File: config.mk
export PLATFORM = sky130hd
export DESIGN_NAME = mdu_iter
export DESIGN_NICKNAME = d
export VERILOG_FILES = /design/src/rtl/mdu_iter.sv
export SDC_FILE = /design/constraint.sdc
export NUM_CORES = 1
export LEC_CHECK = 0
export ABC_AREA = 1
export CORE_UTILIZATION = 30
export CTS_CLUSTER_SIZE = 16
export DETAILED_ROUTE_END_ITERATION = 8
export MAX_ROUTING_LAYER = met4
export SLEW_MARGIN = 20
export SYNTH_ARGS = -nofsm -noshare
export SYNTH_HDL_FRONTEND = slang
export SYNTH_SLANG_ARGS = --single-unit
export TNS_END_PERCENT = 50
File: constraint.sdc
create_clock -name clk -period 3.15 [get_ports clk]
set_input_delay 0.63 -clock clk [delete_from_list [all_inputs] [get_ports clk]]
set_output_delay 0.63 -clock clk [all_outputs]
set_load 0.05 [all_outputs]
File: src/rtl/mdu_iter.sv
// Purpose : iterative mult/multu/div/divu unit with architectural HI/LO and mthi/mtlo writes.
// Latency : busy for WIDTH+1 cycles after the start edge; done pulses with new HI/LO one cycle later.
// Backpr. : start is dropped for every Op while busy; mthi/mtlo complete in one edge when idle.
module mdu_iter #(
   parameter int WIDTH = 32
) (
   input  logic             clk,
   input  logic             rst_n,
   input  logic             start,
   input  logic [2:0]       Op,
   input  logic [WIDTH-1:0] A,
   input  logic [WIDTH-1:0] B,
   output logic             busy,
   output logic             done,
   output logic [WIDTH-1:0] HI,
   output logic [WIDTH-1:0] LO
);

   localparam int            CW       = (WIDTH > 1) ? $clog2(WIDTH) : 1;
   localparam logic [CW-1:0] CNT_LAST = CW'(WIDTH - 1);

   typedef enum logic [1:0] {
      S_IDLE = 2'd0,
      S_CALC = 2'd1,
      S_FIX  = 2'd2
   } state_t;

   state_t state, state_nxt;

   logic [CW-1:0]    cnt;
   logic             is_div_q;   // latched op class: 1 = divide, 0 = multiply
   logic             neg_q;      // negate product / quotient in FIX
   logic             neg_r;      // negate remainder in FIX (dividend was negative)
   logic             div0_q;     // divisor was zero
   logic [WIDTH-1:0] a_q;        // raw dividend, returned in HI on divide by zero
   logic [WIDTH-1:0] opnd_q;     // multiplicand or divisor magnitude
   logic [WIDTH-1:0] acc_hi;     // partial product high half / partial remainder
   logic [WIDTH-1:0] acc_lo;     // multiplier shifting out / dividend shifting out, quotient shifting in

   // Request decode: only Op 0xx starts an iteration, 100/101 are register moves.
   logic accept_calc, accept_move;
   assign accept_calc = start && (state == S_IDLE) && !Op[2];
   assign accept_move = start && (state == S_IDLE) && Op[2] && !Op[1];

   // Signed ops (Op[0]==0) work on magnitudes; the most negative value maps onto itself as unsigned.
   logic             op_signed, a_neg, b_neg;
   logic [WIDTH-1:0] a_mag, b_mag;
   assign op_signed = !Op[0];
   assign a_neg     = op_signed && A[WIDTH-1];
   assign b_neg     = op_signed && B[WIDTH-1];
   assign a_mag     = a_neg ? -A : A;
   assign b_mag     = b_neg ? -B : B;

   // Shift-add step: add multiplicand when the current multiplier bit is set, then shift right.
   logic [WIDTH:0] mul_sum;
   assign mul_sum = {1'b0, acc_hi} + (acc_lo[0] ? {1'b0, opnd_q} : '0);

   // Restoring-division step: bring in the next dividend bit, subtract when it fits.
   logic [WIDTH:0]   div_shift;
   logic             div_ge;
   logic [WIDTH-1:0] div_sub;
   assign div_shift = {acc_hi, acc_lo[WIDTH-1]};
   assign div_ge    = div_shift >= {1'b0, opnd_q};
   assign div_sub   = div_shift[WIDTH-1:0] - opnd_q;  // only used when it fits, so the top bit is zero

   // Sign correction applied on the way into HI/LO.
   logic [2*WIDTH-1:0] prod, prod_fix;
   logic [WIDTH-1:0]   quo_fix, rem_fix;
   assign prod     = {acc_hi, acc_lo};
   assign prod_fix = neg_q ? -prod : prod;
   assign quo_fix  = neg_q ? -acc_lo : acc_lo;
   assign rem_fix  = neg_r ? -acc_hi : acc_hi;

   assign busy = (state != S_IDLE);

   // State register.
   always_ff @(posedge clk or negedge rst_n) begin
      if (!rst_n) state <= S_IDLE;
      else        state <= state_nxt;
   end

   // Next-state logic: IDLE -> CALC for WIDTH edges -> FIX for one edge -> IDLE.
   always_comb begin
      state_nxt = state;
      case (state)
         S_IDLE:  if (accept_calc) state_nxt = S_CALC;
         S_CALC:  if (cnt == CNT_LAST) state_nxt = S_FIX;
         S_FIX:   state_nxt = S_IDLE;
         default: state_nxt = S_IDLE;
      endcase
   end

   // Operand capture and one iteration per CALC edge.
   always_ff @(posedge clk or negedge rst_n) begin
      if (!rst_n) begin
         cnt      <= '0;
         is_div_q <= 1'b0;
         neg_q    <= 1'b0;
         neg_r    <= 1'b0;
         div0_q   <= 1'b0;
         a_q      <= '0;
         opnd_q   <= '0;
         acc_hi   <= '0;
         acc_lo   <= '0;
      end else if (accept_calc) begin
         cnt      <= '0;
         is_div_q <= Op[1];
         neg_q    <= a_neg ^ b_neg;
         neg_r    <= a_neg;
         div0_q   <= (B == '0);
         a_q      <= A;
         acc_hi   <= '0;
         if (Op[1]) begin
            acc_lo <= a_mag;
            opnd_q <= b_mag;
         end else begin
            acc_lo <= b_mag;
            opnd_q <= a_mag;
         end
      end else if (state == S_CALC) begin
         cnt <= cnt + 1'b1;
         if (!is_div_q) begin
            acc_hi <= mul_sum[WIDTH:1];
            acc_lo <= {mul_sum[0], acc_lo[WIDTH-1:1]};
         end else begin
            acc_hi <= div_ge ? div_sub : div_shift[WIDTH-1:0];
            acc_lo <= {acc_lo[WIDTH-2:0], div_ge};
         end
      end
   end

   // Architectural HI/LO: written only by FIX or an idle mthi/mtlo; done marks a FIX write.
   always_ff @(posedge clk or negedge rst_n) begin
      if (!rst_n) begin
         done <= 1'b0;
         HI   <= '0;
         LO   <= '0;
      end else begin
         done <= (state == S_FIX);
         if (state == S_FIX) begin
            if (!is_div_q) begin
               {HI, LO} <= prod_fix;
            end else if (div0_q) begin
               HI <= a_q;
               LO <= '1;
            end else begin
               HI <= rem_fix;
               LO <= quo_fix;
            end
         end else if (accept_move) begin
            if (Op[0]) LO <= A;
            else       HI <= A;
         end
      end
   end

endmodule

==> results.py <==
metrics = {
    "critical_path": {
        "r2r-end": "acc_hi[14]",
        "cp-end-kind": "flip-flop",
        "rrSetupSlack_ns": 0.20,
        "crit_path_max_fanout": 4,
        "worst_setup_path_start_kind": "flip-flop",
        "r2r-start": "opnd_q[5]",
        "worst-setup-path-type": "flip-flop to flip-flop",
        "cp_data_required_time_ns": 3.61,
        "arrival_ns": 3.41,
        "ff2ff_path_depth": 14,
    },
    "die": {
        "die_area_um2": 70690,
        "die_w_um": 265.9,
        "core_um2": 68710,
        "io_pins": 136,
        "rows": 96,
        "initial_utilization": 0.3040,
        "die_h_um": 265.9,
    },
    "sta": {
        "hold_violations": 0,
        "min_period_over_period": 0.9365,
        "finalSetupViolCount": 0,
        "max_freq_mhz": 339.0,
        "hold_slack_ns": 0.01819,
        "relSlewSlack": 0.4887,
        "slew_violations": 0,
        "worstMarginPinSlew_ns": 0.7661,
        "setup_ws_ns": 0.1999,
        "final.setup.tns_ns": 0,
        "rsz0062_at_grt": "false",
        "min_period_ns": 2.950,
        "skew_ns": 0.03056,
    },
    "synthesis": {
        "postSynthAreaPerCell_um2": 5.693,
        "synth_top_family_by_area": "simple AND/OR/NAND/NOR gates",
        "syn_inst": 3669,
        "synth-seq-cells": 204,
        "muxShareOfSynthArea": 0,
        "synth_warnings": 0,
        "yosys.area_share.simple": 0.4236,
        "synthAdderAreaFrac": 0.04385,
        "synth-compound-area-share": 0.1308,
        "synthXorXnorAreaFrac": 0.02893,
        "synthTopCellsByArea": "nand2_1 25%, dfrtp_1 24%, inv_1 10%, nand3_1 7.2%, o21ai_0 5.8%",
        "synth_edf_count": 0,
        "synth_cell_types": 50,
        "synthFlopType": "dfrtp_1",
        "synthArstFlopShare": 1.000,
        "synth_top_cell_by_area": "nand2_1",
        "yosys.area.top_type_share": 0.2460,
        "syn-num-nets": 3811,
        "ys_seq_area_frac": 0.2444,
        "syn_area_um2": 20890,
    },
    "placed_design": {
        "pre_cts_ws_ns": 0.2015,
        "globalplace.congestion": 1.044,
        "dpl.hpwl_mm": 82.45,
        "io_buffers": 135,
        "placed_area_um2": 23910,
    },
    "clock_network": {
        "htree_levels": 1,
        "cts_max_path_buffers": 3,
        "cts_hold_buf": 0,
        "post-cts-setup-buffers": 0,
        "cts_sinks": 204,
        "numCtsBuffers": 26,
        "cts_root_buf": "clkbuf_16",
        "insertion_delay_ns": 0.59,
        "path_clk_slew_ns": 0.06,
        "cts_resized": 0,
        "cts_tree": "done",
    },
    "global_route": {
        "grt-ovfl-total": 0,
        "grt_max_degree": 73,
        "track_usage": 0.2887,
        "grt_pass1_wl_mm": 148.5,
        "grt_pass1_vias": 23158,
        "antenna_found_initial": 1,
    },
    "pwr": {
        "vdd_drop_max_uv": 780.6,
        "p_per_area_nw_per_um2": 1107,
        "p_total_mw": 27.43,
        "p_leak_nw": 12.86,
    },
    "drt": {
        "antenna_left": 0,
        "wire_per_inst_um": 21.14,
        "drc_errors": 0,
        "firstDrtPassIters": 6,
        "routed_wl_mm": 101.0,
        "drt-initial-drc-count": 2917,
        "viasPerCell": 5.179,
        "vias": 24743,
    },
    "layout": {
        "area_growth_pct": 18.64,
        "fill_cells": 7742,
        "final_common_cell": "nand2_1",
        "nNetsFinal": 3970,
        "multi_input_area_um2": 13120,
        "seq_area_um2": 5107,
        "most-common-layout-cells": "1,369 x nand2_1, 558 x inv_1, 319 x nor2_1, 299 x nand3_1, 244 x o21ai_0",
        "fin_area_um2": 24780,
        "drive_gt1_frac": 0.05954,
    },
    "job": {
        "maxCapViolCount": 0,
    },
    "hold_path": {
        "hp-class": "input port to async pin",
    },
    "status": {
        "status": "complete, no violations",
    },
}
-- registers in the layout, indices dropped and copies added (netlist names) --
register,flops
opnd_q,32
neg_q,1
LO,32
HI,32
state,2
acc_lo,32
done,1
acc_hi,32
cnt,5
neg_r,1
a_q,32
div0_q,1
is_div_q,1
-- Yosys cell counts, types with 5 or more instances --
cell and instances:
o211ai_1 56, o21bai_1 7, inv_1 558, clkbuf_1 75, nor2_2 13, inv_2 9, xor2_1 55, and2_1 8
nand3_1 299, nand3_2 8, nand2_2 10, nor2_4 8, nand3b_1 19, o21ai_1 13, buf_4 5, o21ai_0 244
buf_1 21, nor2_1 323, nor3_1 28, nand4_1 45, buf_2 20, ha_1 70, a21oi_1 124, nand2_1 1369
xnor2_1 14, dfrtp_1 204, o31ai_1 6, or2_2 6, a22oi_1 12, o221ai_1 7
-- power by group --
group	internal, mW	total, mW	switching, mW
sequential	3.65	4.79	1.13
combinational	6.13	19.5	13.4
clock	1.78	3.14	1.36
-- worst max path at each step --
stage | cells after the start | slack, ns | start | endpoint
after floorplan | 19 | 0.68 | acc_lo[0] | acc_hi[19]
after global placement | 14 | 0.23 | A[0] | acc_lo[28]
after detailed placement | 12 | 0.20 | A[0] | acc_lo[12]
after CTS | 17 | 0.33 | opnd_q[5] | acc_hi[26]
after global routing | 15 | 0.04 | opnd_q[26] | acc_hi[4]
final | 14 | 0.20 | opnd_q[5] | acc_hi[14]
-- cells by family (layout without fill, tap and decap cells) --
| group | after synthesis | after routing |
|---|---|---|
| AND/OR/NAND/NOR | 2141 | 2141 |
| buffers and inverters | 695 | 872 |
| AO/OA/AOI/OAI | 488 | 488 |
| flip-flops | 204 | 204 |
| adder cells (fa/ha/maj) | 72 | 72 |
| XOR/XNOR | 69 | 69 |
| other | 0 | 1 |
-- area by class of cell --
| class | instances | share of cell area |
|---|---|---|
| repair buffers | 257 | 0.09623 |
| diodes | 1 | 0.0001010 |
| clock inverters | 9 | 0.004443 |
| well taps | 931 | 0.04700 |
| multi-input cells | 2770 | 0.5292 |
| clock buffers | 37 | 0.03075 |
| flip-flops and latches | 204 | 0.2061 |
| inverters | 569 | 0.08618 |
-- critical path, cell delays in order, from the launching register on --
cell	delay [ns]
dfrtp_1	0.45
buf_4	0.20
nand2_1	0.08
inv_1	0.06
ha_1	0.36
nand2_1	0.16
nor2_1	0.20
nand3_1	0.09
nand2_1	0.23
nand2_1	0.12
nand2_1	0.12
o21ai_0	0.07
o21ai_0	0.45
nand3b_1	0.18
nand2_1	0.06
-- per-stage QoR --
stage / utilization / instances
after floorplan: - / 3669
after global placement: 0.3480 / 4731
after detailed placement: 0.3480 / 4731
after CTS: 0.3607 / 4777
after global routing: 0.3607 / 4778
final: 0.3607 / 4778
-- routing by layer --
metal	up-vias	global-route usage	routed length (um)
met2	1206	0.4384	44460
met4	0	0.1080	4328
li1	11860	-	-
met3	192	0.05896	9624
met5	-	-	0
met1	11485	0.3763	42600
Note: power is estimated with default switching activity, not from simulation.
